<file path="src/rtl/ps2_kbd_pkg.sv">
// ps2_kbd_pkg: shared receiver states, scancode prefixes and the set-2 to ZX matrix lookup.
package ps2_kbd_pkg;

    typedef enum logic [1:0] {RX_IDLE, RX_DATA, RX_PARITY, RX_STOP} rx_state_t;

    localparam logic [7:0] PFX_E0 = 8'hE0;
    localparam logic [7:0] PFX_F0 = 8'hF0;
    localparam logic [7:0] PFX_AA = 8'hAA;
    localparam logic [7:0] PFX_FC = 8'hFC;

    typedef struct packed {
        logic       hit;
        logic [2:0] row;
        logic [2:0] col;
    } key_pos_t;

    // Octal literal 6'oRC encodes row R, column C of the membrane.
    function automatic key_pos_t key_lookup(input logic [7:0] code, input logic ext);
        logic [5:0] rc;
        logic       hit;
        hit = 1'b1;
        case (code)
            8'h12, 8'h59: rc = 6'o00;
            8'h1A: rc = 6'o01;
            8'h22: rc = 6'o02;
            8'h21: rc = 6'o03;
            8'h2A: rc = 6'o04;
            8'h1C: rc = 6'o10;
            8'h1B: rc = 6'o11;
            8'h23: rc = 6'o12;
            8'h2B: rc = 6'o13;
            8'h34: rc = 6'o14;
            8'h15: rc = 6'o20;
            8'h1D: rc = 6'o21;
            8'h24: rc = 6'o22;
            8'h2D: rc = 6'o23;
            8'h2C: rc = 6'o24;
            8'h16: rc = 6'o30;
            8'h1E: rc = 6'o31;
            8'h26: rc = 6'o32;
            8'h25: rc = 6'o33;
            8'h2E: rc = 6'o34;
            8'h45: rc = 6'o40;
            8'h46: rc = 6'o41;
            8'h3E: rc = 6'o42;
            8'h3D: rc = 6'o43;
            8'h36: rc = 6'o44;
            8'h4D: rc = 6'o50;
            8'h44: rc = 6'o51;
            8'h43: rc = 6'o52;
            8'h3C: rc = 6'o53;
            8'h35: rc = 6'o54;
            8'h5A: rc = 6'o60;
            8'h4B: rc = 6'o61;
            8'h42: rc = 6'o62;
            8'h3B: rc = 6'o63;
            8'h33: rc = 6'o64;
            8'h29: rc = 6'o70;
            8'h14: rc = 6'o71;
            8'h3A: rc = 6'o72;
            8'h31: rc = 6'o73;
            8'h32: rc = 6'o74;
            default: begin
                rc  = 6'o00;
                hit = 1'b0;
            end
        endcase
        // Keypad Enter (E0 5A) and right Ctrl (E0 14) share their plain-key positions.
        key_lookup.hit = hit & (~ext | code == 8'h5A | code == 8'h14);
        key_lookup.row = rc[5:3];
        key_lookup.col = rc[2:0];
    endfunction

endpackage

</file>
<file path="src/rtl/ps2_keyboard_rx.sv">
// ps2_keyboard_rx: PS/2 frame receiver.
//   clkcpu, rst_n       : CPU clock, async active-low reset
//   ps2_clk, ps2_dat    : raw asynchronous PS/2 lines
//   code, code_valid    : received byte and its one-cycle strobe (odd parity and stop bit good)
module ps2_keyboard_rx
    import ps2_kbd_pkg::*;
#(
    parameter int TIMEOUT_CYCLES = 3500,
    parameter int SYNC_STAGES    = 2
) (
    input  logic       clkcpu,
    input  logic       rst_n,
    input  logic       ps2_clk,
    input  logic       ps2_dat,
    output logic [7:0] code,
    output logic       code_valid
);
    logic [SYNC_STAGES-1:0] clk_sync, dat_sync;
    logic                   clk_prev, fall, dat;
    rx_state_t              state;
    logic [2:0]             cnt;
    logic [7:0]             sr;
    logic                   par;
    logic [11:0]            tmo;

    assign dat  = dat_sync[SYNC_STAGES-1];
    assign fall = clk_prev & ~clk_sync[SYNC_STAGES-1];

    always_ff @(posedge clkcpu or negedge rst_n)
        if (!rst_n) begin
            clk_sync   <= '1;
            dat_sync   <= '1;
            clk_prev   <= 1'b1;
            state      <= RX_IDLE;
            cnt        <= '0;
            sr         <= '0;
            par        <= 1'b0;
            tmo        <= '0;
            code       <= '0;
            code_valid <= 1'b0;
        end else begin
            clk_sync   <= {clk_sync[SYNC_STAGES-2:0], ps2_clk};
            dat_sync   <= {dat_sync[SYNC_STAGES-2:0], ps2_dat};
            clk_prev   <= clk_sync[SYNC_STAGES-1];
            code_valid <= 1'b0;
            // An edge takes priority over an expiring timeout in the same cycle.
            if (fall) begin
                tmo <= '0;
                case (state)
                    RX_IDLE: begin
                        cnt   <= '0;
                        state <= dat ? RX_IDLE : RX_DATA;
                    end
                    RX_DATA: begin
                        sr    <= {dat, sr[7:1]};
                        cnt   <= cnt + 3'd1;
                        state <= cnt == 3'd7 ? RX_PARITY : RX_DATA;
                    end
                    RX_PARITY: begin
                        par   <= dat;
                        state <= RX_STOP;
                    end
                    default: begin
                        code_valid <= dat & ^{sr, par};
                        code       <= sr;
                        state      <= RX_IDLE;
                    end
                endcase
            end else if (state != RX_IDLE) begin
                if (tmo == 12'(TIMEOUT_CYCLES - 1))
                    state <= RX_IDLE;
                else
                    tmo <= tmo + 12'd1;
            end
        end
endmodule

</file>
<file path="src/rtl/ps2_keyboard.sv">
// ps2_keyboard: PS/2 set-2 keyboard to ZX Spectrum 8x5 key matrix.
//   clkcpu, rst_n     : CPU clock, async active-low reset
//   ps2_clk, ps2_dat  : PS/2 lines
//   addr_hi           : CPU a[15:8], a low bit selects that matrix row
//   kd                : active-low key columns for the selected rows
//   reset_req         : high while Ctrl+Alt+Del are held
module ps2_keyboard
    import ps2_kbd_pkg::*;
#(
    parameter int TIMEOUT_CYCLES = 3500,
    parameter int SYNC_STAGES    = 2
) (
    input  logic       clkcpu,
    input  logic       rst_n,
    input  logic       ps2_clk,
    input  logic       ps2_dat,
    input  logic [7:0] addr_hi,
    output logic [4:0] kd,
    output logic       reset_req
);
    logic [7:0]       code;
    logic             code_valid;
    logic [7:0][4:0]  key, eff;
    logic [3:0]       arr;
    logic             alt, ctrl, del, ext, brk;
    logic [4:0]       hit;
    key_pos_t         pos;

    ps2_keyboard_rx #(
        .TIMEOUT_CYCLES(TIMEOUT_CYCLES),
        .SYNC_STAGES   (SYNC_STAGES)
    ) u_rx (
        .clkcpu    (clkcpu),
        .rst_n     (rst_n),
        .ps2_clk   (ps2_clk),
        .ps2_dat   (ps2_dat),
        .code      (code),
        .code_valid(code_valid)
    );

    assign pos = key_lookup(code, ext);

    // arr = {right, up, down, left}
    always_ff @(posedge clkcpu or negedge rst_n)
        if (!rst_n) begin
            key       <= '0;
            arr       <= '0;
            alt       <= 1'b0;
            ctrl      <= 1'b0;
            del       <= 1'b0;
            ext       <= 1'b0;
            brk       <= 1'b0;
            reset_req <= 1'b0;
        end else begin
            reset_req <= ctrl & alt & del;
            if (code_valid) begin
                if (code == PFX_E0)
                    ext <= 1'b1;
                else if (code == PFX_F0)
                    brk <= 1'b1;
                else if (code == PFX_AA || code == PFX_FC) begin
                    key  <= '0;
                    arr  <= '0;
                    alt  <= 1'b0;
                    ctrl <= 1'b0;
                    del  <= 1'b0;
                end else begin
                    if (pos.hit) key[pos.row][pos.col] <= ~brk;
                    if (code == 8'h11) alt <= ~brk;
                    if (code == 8'h14) ctrl <= ~brk;
                    if (ext) begin
                        if (code == 8'h71) del <= ~brk;
                        if (code == 8'h6B) arr[0] <= ~brk;
                        if (code == 8'h72) arr[1] <= ~brk;
                        if (code == 8'h75) arr[2] <= ~brk;
                        if (code == 8'h74) arr[3] <= ~brk;
                    end
                    ext <= 1'b0;
                    brk <= 1'b0;
                end
            end
        end

    // Arrows press CS plus 5/6/7/8, layered over the physical keys.
    always_comb begin
        eff       = key;
        eff[0][0] = key[0][0] | (|arr);
        eff[3][4] = key[3][4] | arr[0];
        eff[4][4] = key[4][4] | arr[1];
        eff[4][3] = key[4][3] | arr[2];
        eff[4][2] = key[4][2] | arr[3];
        hit       = '0;
        for (int r = 0; r < 8; r++)
            hit = hit | (eff[r] & {5{~addr_hi[r]}});
        kd = ~hit;
    end
endmodule

</file>
<file path="config.mk">
export PLATFORM = sky130hd
export DESIGN_NAME = ps2_keyboard
export DESIGN_NICKNAME = d
export VERILOG_FILES = /design/src/rtl/ps2_kbd_pkg.sv /design/src/rtl/ps2_keyboard_rx.sv /design/src/rtl/ps2_keyboard.sv
export SDC_FILE = /design/constraint.sdc
export NUM_CORES = 1
export LEC_CHECK = 0
export ABC_AREA = 1
export ABC_CLOCK_PERIOD_IN_PS = 4300
export CORE_MARGIN = 2
export CORE_UTILIZATION = 45
export DETAILED_ROUTE_END_ITERATION = 8
export REMOVE_ABC_BUFFERS = 1
export SLEW_MARGIN = 5
export SYNTH_ARGS = -nofsm -noshare
export SYNTH_HDL_FRONTEND = slang
export SYNTH_SLANG_ARGS = --single-unit
</file>
<file path="constraint.sdc">
create_clock -name clkcpu -period 4.3 [get_ports clkcpu]
set_input_delay 0.43 -clock clkcpu [delete_from_list [all_inputs] [get_ports clkcpu]]
set_output_delay 0.43 -clock clkcpu [all_outputs]
set_load 0.01 [all_outputs]
</file>
==> flow_summary.yaml, run 1 <==
floorplanning:
  die_w_microns: 115
  start_util: 0.463
  die_area_sq_mm: 0.0133
  row_count: 40
  fp.dieH_microns: 115
  ios: 18
  core-area_sq_mm: 0.0121
global_routing:
  gr-total-overflow: 0
  grt_usage: 0.260
  antenna_found_initial: 0
  grt_pass1_wl_microns: 26500
  grt_pass1_vias: 5032
  grt_max_degree: 70
sta:
  grt_setup_unrepaired: "no"
  setup_viol: 0
  hold_viol_final: 0
  fmax_mhz: 342
  drv_slew: 0
  maxSlewHeadroom: 0.536
  tightest_slew_ps: 696
  fin_worst_skew_ps: 7.49
  min_period_over_period: 0.681
  final.min_clock_period_ps: 2930
  tns_ps: 0
critical_path:
  cp_max_fo: 3
  start_kind: "primary input"
  cp.arrival_ps: 2500
  cp.required_ps: 3870
  critPathMostFrequentCell: "clkdlybuf4s50_1"
  end_kind: "output port"
  critPathTopFamily: "buffers and inverters"
  worst-path-buf-inv: 3
  slowest_stage: "clkdlybuf4s50_1"
  path_class: "primary input to output port"
  cp_cell_sequence: "clkdlybuf4s50_1 > inv_1 > a22o_1 > a221oi_1 > o2111ai_1 > a21oi_1 > clkdlybuf4s50_1"
  r2r_setup_slack_ps: 1500
  cpPeakStageDelay_ps: 550
power_and_ir_drop:
  switching_share: 0.371
  power_density_mw_per_mm2: 409
  total_power_uw: 2500
  peakVddDrop_mv: 0.268
  cell_internal_pwr_uw: 1570
  p_switching_uw: 925
  p_leak_uw: 0.00333
  seqPwrFrac: 0.421
  combPwrFrac: 0.291
  p_clk_frac: 0.288
synthesis:
  synthDistinctLibCells: 37
  ys_ff_latch: 90
  synth_warnings: 0
  synthAdderAreaFrac: 0.00672
  synth_edf_count: 0
  synth.avg_cell_area_sq_um: 6.79
  synth_simple_gate_area_share: 0.409
  syn-instance-count: 823
  syn_area_sq_mm: 0.00559
  synth_top_family_by_area: "simple AND/OR/NAND/NOR gates"
  synth_compound_area_frac: 0.0846
  async_flop_share: 1.00
  yosysSeqAreaShare: 0.404
  synth.area.mux_share: 0
  synth_ff_type: "dfrtp_1"
  synth-xor-area-share: 0.0157
clock_network:
  clk_latency_ps: 350
  cts_made_buffers: 9
  holdBufCountCts: 0
  post_cts_resized: 0
  clk_path_buf_depth: 2
  cts_tree: "yes"
  h-tree-depth: 3
  root_buffer: "clkbuf_16"
  cts_setup_buffers: 0
  clock_sinks: 90
  path_clk_slew_ps: 60
placement:
  place.gp.congestion: 1.03
  port_buffers: 17
  dpl.hpwl_microns: 11800
routing:
  vias_per_cell: 5.45
  ant_nets: 0
  firstDrtPassIters: 5
  routedWlPerCell_microns: 16.2
  drc: 0
  routed_wl_microns: 16100
  drt_iter0_markers: 368
  via_count: 5445
final_layout:
  syn_to_final_growth_pct: 9.11
  drive_gt1_frac: 0.0566
  antennaDiodeCount: 0
  nFillCells: 1252
  nNetsFinal: 841
worst_hold_path:
  hold_class: "primary input to asynchronous set/reset pin"
run:
  drv_cap: 0
run_status:
  status: "complete, no violations"
[metal layers]
metal  GRT usage  vias to the layer above  wire length [microns]
met5           0                        -                      0
met4       0.124                        0                    582
met3      0.0403                       37                    923
met2       0.402                      198                   7310
met1       0.358                     2540                   7330
li1            -                     2670                      -
[layout make-up]
class | instances | area [sq um] | share of cell area
Multi-Input combinational cell | 627 | 2890 | 0.474
Inverter | 77 | 289 | 0.0474
Timing Repair Buffer | 21 | 198 | 0.0324
Sequential cell | 90 | 2260 | 0.371
Clock buffer | 15 | 248 | 0.0406
Clock inverter | 1 | 5.00 | 0.000821
Tap cell | 168 | 210 | 0.0345
[Yosys cell counts, types with 7 or more instances]
cell type | number | share of area
a21oi_1 | 13 | 0.012
a221oi_1 | 7 | 0.011
buf_2 | 7 | 0.0063
clkbuf_1 | 13 | 0.0087
dfrtp_1 | 85 | 0.38
inv_1 | 70 | 0.047
nand2_1 | 295 | 0.20
nand3_1 | 68 | 0.061
nand4_1 | 39 | 0.044
nor2_1 | 93 | 0.062
nor3_1 | 14 | 0.013
o21ai_0 | 52 | 0.047
[path summary, 6_finish.rpt]
kind	startpoint	to	depth (start not counted)
hold / removal	rst_n	arr[3]$_DFFE_PN0P_	1
min in group clkcpu	u_rx.clk_sync[0]$_DFF_PN1_	u_rx.clk_sync[1]$_DFF_PN1_	0
setup / recovery	addr_hi[1]	kd[2]	7
hold reg to reg	u_rx.clk_sync[0]$_DFF_PN1_	u_rx.clk_sync[1]$_DFF_PN1_	0
setup reg to reg	u_rx.code[0]$_DFFE_PN0P_	eff[14]$_DFFE_PN0P_	14
max in group asynchronous	rst_n	u_rx.code_valid$_DFF_PN0_	2
[metrics by stage]
step | setup WS, ps | hold slack (ps) | cells | area (sq um) | utilization
2_1_floorplan | 1730 | 134 | 794 | 5430 | -
3_3_place_gp | 1330 | 348 | 983 | 5840 | 0.485
3_5_place_dp | 1340 | 354 | 983 | 5840 | 0.485
4_1_cts | 1340 | 61.2 | 999 | 6100 | 0.505
5_1_grt | 1240 | 78.4 | 999 | 6100 | 0.505
6_report | 1370 | 40.9 | 999 | 6100 | 0.505
[state kept, by name (all words and copies together), names as in the netlist]
name and cells:
reset_req 1, ctrl 1, del 1, key 5, u_rx.code_valid 1, u_rx.code 8, arr 4, brk 1
u_rx.clk_prev 1, u_rx.dat_sync 2, u_rx.state 2, u_rx.par 1, u_rx.tmo 12, u_rx.clk_sync 2, alt 1, u_rx.cnt 3
ext 1, eff 35, u_rx.sr 8
[cells by family (layout without fill, tap and decap cells)]
group,count (synthesis),count (layout)
xor gates and xnor gates,10,10
adders and majority gates,3,3
buffers and inverters,106,114
DFF,90,90
AOI/OAI and AO/OA,82,82
and+or+nand+nor,532,532
[worst register-to-register path, cell delays in order, from the launching register on]
cell	delay, ps
dfrtp_1	420
inv_1	130
nand2_1	130
nor2_1	390
nand2_1	280
nand2_1	140
nor2_1	60
nand2_1	90
nor2_1	60
nand3_2	90
nand2_4	70
nand2_4	490
nand3_1	200
nand2_1	90
nand2_1	50
[placed cells by master, fill, tap and decap left out, types with 6 or more instances in the layout]
master,netlist,layout
nor2_1,93,92
clkbuf_1,13,6
a21oi_1,13,13
dfrtp_1,85,84
nand4_1,39,39
nor3_1,14,14
nand3_1,68,68
inv_1,70,70
clkbuf_16,0,9
a221oi_1,7,7
inv_2,6,6
clkdlybuf4s50_1,0,16
nor2_2,6,7
o21ai_0,52,52
nand2_1,295,295
nand2_2,6,6
[power by group through the flow]
stage	sequential (uW)	clock, uW	combinational (uW)
after floorplan	1050	0	538
after global placement	1060	0	707
after detailed placement	1070	0	721
after CTS	1050	736	724
after global routing	1070	773	817
final	1050	718	726
Power figures use the tool's default switching activity.
==> inputs of run 2 (changes only) <==
- ABC_CLOCK_PERIOD_IN_PS: 4300 -> 2600
- clock period: 4.3 -> 2.6 ns (I/O delays scaled with it)
==> flow_summary.yaml, run 2 (synthesis results as in run 1) <==
run_status:
  status: "complete, no violations"
power_and_ir_drop:
  p_switching_uw: 1520
  p_leak_uw: 0.00346
  cell_internal_pwr_uw: 2740
  switching_share: 0.358
  seqPwrFrac: 0.410
  combPwrFrac: 0.299
  peakVddDrop_mv: 0.609
  power_density_mw_per_mm2: 672
  p_clk_frac: 0.291
global_routing:
  grt_pass1_vias: 5224
  grt_use_met1: 0.359
  antenna_found_initial: 0
  gr-total-overflow: 0
  use_met3: 0.0356
  grt_max_degree: 50
  grt_pass1_wl_microns: 26700
  grt_util_met2: 0.408
  busiest_layer: "met2"
  grt_usage: 0.259
final_layout:
  largest_reg_flops: 35
  layout_common_cells: "295 x nand2_1, 92 x nor2_1, 84 x dfrtp_1, 70 x inv_1, 68 x nand3_1"
  drive_gt1_frac: 0.0871
  antennaDiodeCount: 0
  nNetsFinal: 860
  layout.cells.non_filler: 1018
  syn_to_final_growth_pct: 13.6
  final_util: 0.526
  layout_commonest_cell: "nand2_1"
clock_network:
  clk_latency_ps: 340
  clock_sinks: 90
  root_buffer: "clkbuf_16"
  cts_tree: "yes"
  clk_path_buf_depth: 2
  path_clk_slew_ps: 60
  cts_made_buffers: 9
  h-tree-depth: 3
critical_path:
  slowest_stage: "clkdlybuf4s50_1"
  cp.required_ps: 2340
  cpPeakStageDelay_ps: 540
  start_kind: "primary input"
  cp.arrival_ps: 2250
  critPathMostFrequentCell: "clkdlybuf4s50_1"
  path_class: "primary input to output port"
  critPathTopFamily: "buffers and inverters"
  cp_cell_sequence: "clkdlybuf4s50_1 > inv_1 > a22o_1 > a221oi_2 > o2111ai_1 > a21oi_1 > clkdlybuf4s50_1"
  cp_max_fo: 5
  worst-path-buf-inv: 3
  end_kind: "output port"
routing:
  drt_iter0_markers: 481
  drc: 0
  routed_wl_microns: 15900
  via_count: 5352
  routedWlPerCell_microns: 15.6
  ant_nets: 0
  firstDrtPassIters: 5
  vias_per_cell: 5.26
floorplanning:
  ios: 18
  die_area_sq_mm: 0.0133
  row_count: 40
  start_util: 0.463
  core-area_sq_mm: 0.0121
  die_w_microns: 115
  fp.dieH_microns: 115
sta:
  final.min_clock_period_ps: 2510
  fin_worst_skew_ps: 6.66
  fmax_mhz: 398
  setup_viol: 0
  min_period_over_period: 0.967
  tightest_slew_ps: 621
  drv_slew: 0
  hold_viol_final: 0
  maxSlewHeadroom: 0.586
run:
  drv_cap: 0
placement:
  dpl.hpwl_microns: 12000
  place.gp.congestion: 0.952
  port_buffers: 17
  dp.cells: 1001
worst_hold_path:
  hold_class: "primary input to flip-flop"
## run 2: area by class of cell
type                    count  area (sq um)
inverters                  77           289
flip-flops and latches     90          2260
repair buffers             40           392
fillers                  1247          5710
clock buffers              14           274
multi-input cells         627          2920
clock inverters             2          10.0
well taps                 168           210
## run 2: metrics by stage
step | power (uW) | hold WS, ps | area (sq um) | setup WS (ps) | setup TNS (ps)
6_report | 4260 | 324 | 6350 | 85.1 | 0
5_1_grt | 4570 | 312 | 6350 | -14.2 | -14.2
4_1_cts | 4280 | 315 | 6330 | 16.0 | 0
3_5_place_dp | 3040 | 312 | 6030 | 16.0 | 0
3_3_place_gp | 3000 | 311 | 6030 | 55.5 | 0
2_1_floorplan | 2630 | -35.6 | 5430 | 27.5 | 0
## run 2: worst paths after layout
kind	start	end	slack, ps	cells after the start
worst max register to register	u_rx.code[3]$_DFFE_PN0P_	key[24]$_DFFE_PN0P_	230	13
max in group asynchronous	rst_n	u_rx.clk_sync[0]$_DFF_PN1_	1410	3
worst min register to register	u_rx.clk_sync[0]$_DFF_PN1_	u_rx.clk_sync[1]$_DFF_PN1_	360	0
worst min-delay path	ps2_clk	u_rx.clk_sync[0]$_DFF_PN1_	320	1
worst max-delay path	addr_hi[0]	kd[2]	90	7
min in group asynchronous	rst_n	arr[3]$_DFFE_PN0P_	480	2
## run 2: what timing repair did
item                                    4_1_cts  5_1_grt
hold endpoints to repair                     46        0
setup buffers                                 0        0
endpoints found under the setup margin        1        4
gates resized for setup                       2        4
hold buffers                                  1        0
## run 2: power groups by stage
stage | sequential (uW) | combinational, uW | clock [uW]
5_1_grt | 1780 | 1450 | 1340
3_5_place_dp | 1770 | 1270 | 0
2_1_floorplan | 1740 | 890 | 0
3_3_place_gp | 1760 | 1240 | 0
6_report | 1750 | 1270 | 1240
4_1_cts | 1750 | 1270 | 1260
## run 2: worst reg2reg max path, stage by stage, from the launching register on
cell     delay [ps]
dfrtp_1         460
nand2_1         200
inv_1            80
nand2_1         150
nand2_1         120
o21ai_0         290
nand2_1         110
nor2_1          190
nand3_2         140
nand2_4         110
nand2_4          90
buf_12          180
nand4_1          90
nand2_1          60
## run 2: per-layer routing
layer,share of wire,routed length [microns],up-vias
li1,-,-,2708
met3,0.041,649,26
met1,0.47,7510,2512
met4,0.028,443,0
met5,0,0,-
met2,0.46,7320,106
==> variant 1 (settings of run 1) <==
`SYNC_STAGES` is set to 2 in 2 places; all go to 4.
--- a/src/rtl/ps2_keyboard_rx.sv
+++ b/src/rtl/ps2_keyboard_rx.sv
@@ -7,5 +7,5 @@
 #(
     parameter int TIMEOUT_CYCLES = 3500,
-    parameter int SYNC_STAGES    = 2
+    parameter int SYNC_STAGES    = 4
 ) (
     input  logic       clkcpu,
--- a/src/rtl/ps2_keyboard.sv
+++ b/src/rtl/ps2_keyboard.sv
@@ -9,5 +9,5 @@
 #(
     parameter int TIMEOUT_CYCLES = 3500,
-    parameter int SYNC_STAGES    = 2
+    parameter int SYNC_STAGES    = 4
 ) (
     input  logic       clkcpu,
Formal check against the unedited RTL: no difference found for any inputs over 10 cycles, from zero or initial values and one cycle with rst_n low; that may be too few to reach the edited logic, so the function may still have changed.
==> variant 1 against run 1 <==
The flow now finishes with violations (DRC); wire length decreased by 7.8%; power is 2.8% higher; sequential cell count grew 4; critical path type unchanged; worst setup slack gained 0.025 ns; core utilization is 0.98 points higher; clock skew is 0.0034 ns higher; cell area fell by 2.7%; largest cell class unchanged; synthesized area fell by 4.0%.
==> variant 1: results (changes against run 1) <==
- The multi-input combinational cell count is 573 (-8.6%).
- The worst hold slack after final layout was 0.202 ns (+0.161 ns).
- The count of unique library cells instantiated by Yosys is 38 (+2.7%).
- The maximum VDD drop was 0.000386 V (+44%).
- The proportion of final cell area spent on non-clock buffers is 3.08% (-0.16 points).
- Yosys attributes the largest share of cell area to dfrtp_1 40%, nand2_1 17%, nor2_1 8.3%.
- The cell depth of the worst flop-to-flop path is 15 (+1).
- The critical path starts at addr_hi[0].
- The area fraction in compound gates after synthesis is 12.4% (+3.9 points).
- The storage element area is 2360 sq um (+4.6%).
- The total routed wirelength is 14900 um (-7.8%).
- The wire length of the first global-routing pass is 24600 um (-7.1%).
- The proportion of layout cells with a drive suffix above 1 is 5.86% (+0.20 points).
- The worst-margin pin slew is 0.902 ns (+0.206 ns).
- The power dissipated in the clock network came to 0.808 mW (+13%).
- The peak fanout along the critical path is 5 (+2).
- The register-to-register path setup slack is 1.44 ns (-0.06 ns).
- The highest cell delay on the worst timing path came to 0.58 ns (+0.03 ns).
- The total length of routed met3 wires is 548 um (-41%).
- The leakage power is 3.16 nW (-5.3%).
- Sorting the synthesized cells by how often they occur yields 248 x nand2_1, 119 x nor2_1, 85 x dfrtp_1, 77 x inv_1, 73 x o21ai_0.
- The maximum number of pins on one net before global-route repair is 72 (+2.9%).
- The flow ran to the end, but the final reports show violations.
- The met3 routing resource usage after global routing is 3.21% (-0.81 points).
- The sequential area share after synthesis is 44.1% (+3.7 points).
- The routing usage on met2 is 41.4% (+1.2 points).
- The half-perimeter wire length of the detailed placement result is 11200 um (-5.1%).
- The ratio of total power to cell area is 432 nW/um^2 (+5.6%).
- The detailed-routing iteration count for the pre-antenna-repair pass was 7 (+2).
- The XOR/XNOR share of the synthesized area is 1.31% (-0.26 points).
- The startpoint of the worst register-to-register path is u_rx.code[7].
- The maximum clock skew at final layout came to 0.0109 ns (+0.00337 ns).
- The endpoint of the worst setup timing path is kd[1].
- The detailed-route via count is 4968 (-8.8%).
- The worst register-to-register path ends at eff[10].
- The DRC violation count after routing is 3 (+3).
- The clock tree cell share of total cell area came to 5.02% (+0.87 points).
- The number of signal-net inverters in the final layout was 83 (+7.8%).
- The number of filler cells placed in the layout is 1102 (-12%).
- The global placement routability congestion is 0.991 (-3.9%).
- The fraction of the mapped netlist area in adder cells is 0.700% (+0.028 points).
- The post-synthesis register bit count is 94 (+4.4%).
- The smallest setup slack after layout was 1.40 ns (+0.0254 ns).
- The routed length on met2 is 7070 um (-3.4%).
- The count of buffers not belonging to the clock network in the layout is 19 (-9.5%).
- The switching part of the total power came to 33.6% (-3.5 points).
- The final reports fail on DRC.
- The post-placement cell area is 5640 sq um (-3.6%).
- The area of combinational cells with multiple inputs is 2600 sq um (-10%).
- The arrival time of data at the critical path endpoint came to 2.47 ns (-0.03 ns).
- The final-stage net count is 795 (-5.5%).
- The fraction of met1 tracks used by global routing came to 32.0% (-3.9 points).
- The mean post-synth cell area is 7.01 sq um (+3.2%).
- The total track usage is 24.5% (-1.5 points).
- The routed length on met1 is 6790 um (-7.3%).
==> variant 1: changes by cell type in the layout (fill, tap and decap cells not counted), moves of 3 or more <==
cell and delta:
dfstp_2 +4, nor2_1 +27, o21ai_0 +21, a21oi_1 +6
o21ai_1 +12, nand2_4 -3, nand4_1 -28, nand3_1 -38
inv_1 +7, nand2_1 -47
==> variant 1: worst max-delay path: cells and delay by family <==
kind	cells	cell delay, ns
AO/OA/AOI/OAI	3	0.81
buffers and inverters	3	1.11
AND/OR/NAND/NOR	1	0.12
==> variant 1: through the flow <==
stage | utilization (%) | std cells
6_report | 51.5 | 928
5_1_grt | 51.5 | 928
4_1_cts | 51.5 | 928
3_5_place_dp | 48.9 | 912
3_3_place_gp | 48.9 | 912
2_1_floorplan | - | 750
==> variant 1: logic make-up (layout without fill, tap and decap cells) <==
group | Yosys count | after routing
and+or+nand+nor | 441 | 441
DFF | 94 | 94
AOI/OAI and AO/OA | 121 | 121
xor gates and xnor gates | 8 | 8
buffers and inverters | 98 | 118
adders and majority gates | 3 | 3
==> variant 2 (settings of run 1) <==
Without the edit above. Encoding of `rx_state_t`: now one-hot (4 bits for 4 states).
--- a/src/rtl/ps2_kbd_pkg.sv
+++ b/src/rtl/ps2_kbd_pkg.sv
@@ -2,5 +2,5 @@
 package ps2_kbd_pkg;
 
-    typedef enum logic [1:0] {RX_IDLE, RX_DATA, RX_PARITY, RX_STOP} rx_state_t;
+    typedef enum logic [3:0] {RX_IDLE = 4'b0001, RX_DATA = 4'b0010, RX_PARITY = 4'b0100, RX_STOP = 4'b1000} rx_state_t;
 
     localparam logic [7:0] PFX_E0 = 8'hE0;
Function: same outputs for any inputs over 10 cycles, from zero or initial values and one cycle with rst_n low; not proved beyond that.
==> variant 2 against run 1 <==
Wire length down 1.6%; power down 10%; cell area increased by 2.3%; sequential cell count grew 2; synthesized area rose by 0.40%; synthesized cell count is 0.24% higher; worst setup slack got worse by 0.10 ns; critical path depth unchanged.
==> variant 2: results (changes against run 1) <==
- The worst hold slack after final layout is 0.115 ns (+0.0744 ns).
- The routed wirelength normalized by instance count is 15.9 um (-1.8%).
- The post-synthesis instance total was 825 (+0.24%).
- The post-placement cell area is 5900 sq um (+0.98%).
- The fraction of the mapped netlist area in adder cells is 0.669% (-0.0027 points).
- The setup slack after placement is 1.32 ns (-0.0176 ns).
- The number of filler cells placed in the layout is 1291 (+3.1%).
- The maximum number of pins on one net before global-route repair was 81 (+16%).
- The leakage power is 3.37 nW (+1.1%).
- The proportion of layout cells with a drive suffix above 1 is 5.28% (-0.37 points).
- The number of non-filler instances in the completed layout is 1001 (+0.20%).
- The count of unique library cells instantiated by Yosys was 36 (-2.7%).
- The run finished with clean final reports.
- The maximum clock skew at final layout is 0.00882 ns (+0.00133 ns).
- The maximum VDD drop is 0.000234 V (-12%).
- The half-perimeter wire length of the detailed placement result is 12000 um (+1.5%).
- The startpoint of the worst register-to-register path is u_rx.code[2].
- The internal power component was 1.59 mW (+1.1%).
- The endpoint of the lowest-slack register-to-register path is eff[8].
- The via count of the first global-routing pass is 5310 (+5.5%).
- Tracing the worst setup path back leads to its startpoint at addr_hi[0].
- The final critical delay including setup and external delays came to 3.03 ns (+0.103 ns).
- The wire length of the first global-routing pass is 26900 um (+1.5%).
- The normalized max-slew margin is 46.4% (-7.2 points).
- The detailed-route via count was 5488 (+0.79%).
- Sorting the synthesized cells by area gives the leading types as dfrtp_1 38%, nand2_1 20%, nor2_1 5.8%.
- The endpoint of the worst setup timing path is kd[3].
[variant 2: cell types whose count changed after synthesis, sizes merged, moves of 3 or more]
cell / change
inv: +10
nand2: -10
nand4: +9
nor2: -9
nand3: -8
nor4: +6
nor3: -3
o31ai: +3
[variant 2: layer usage]
layer	routed length [um]	share of wire [%]	GRT usage [%]
met5	0	0	0
met4	548	3.4	11.3
met3	870	5.5	3.56
met2	7340	46	40.8
met1	7130	45	35.0
[variant 2: power by group through the flow]
stage | registers (mW) | clock network (mW) | logic, mW
2_1_floorplan | 0.986 | 0 | 0.246
3_3_place_gp | 0.981 | 0 | 0.371
3_5_place_dp | 0.983 | 0 | 0.376
4_1_cts | 0.968 | 0.918 | 0.378
5_1_grt | 0.976 | 0.953 | 0.427
6_report | 0.969 | 0.896 | 0.376
[variant 2: layout make-up]
class	instances	area share, %
Multi-Input combinational cell	616	45.4
Sequential cell	92	37.1
Inverter	86	5.18
Clock buffer	11	3.73
Timing Repair Buffer	23	3.61
Tap cell	168	3.37
Clock inverter	5	1.64
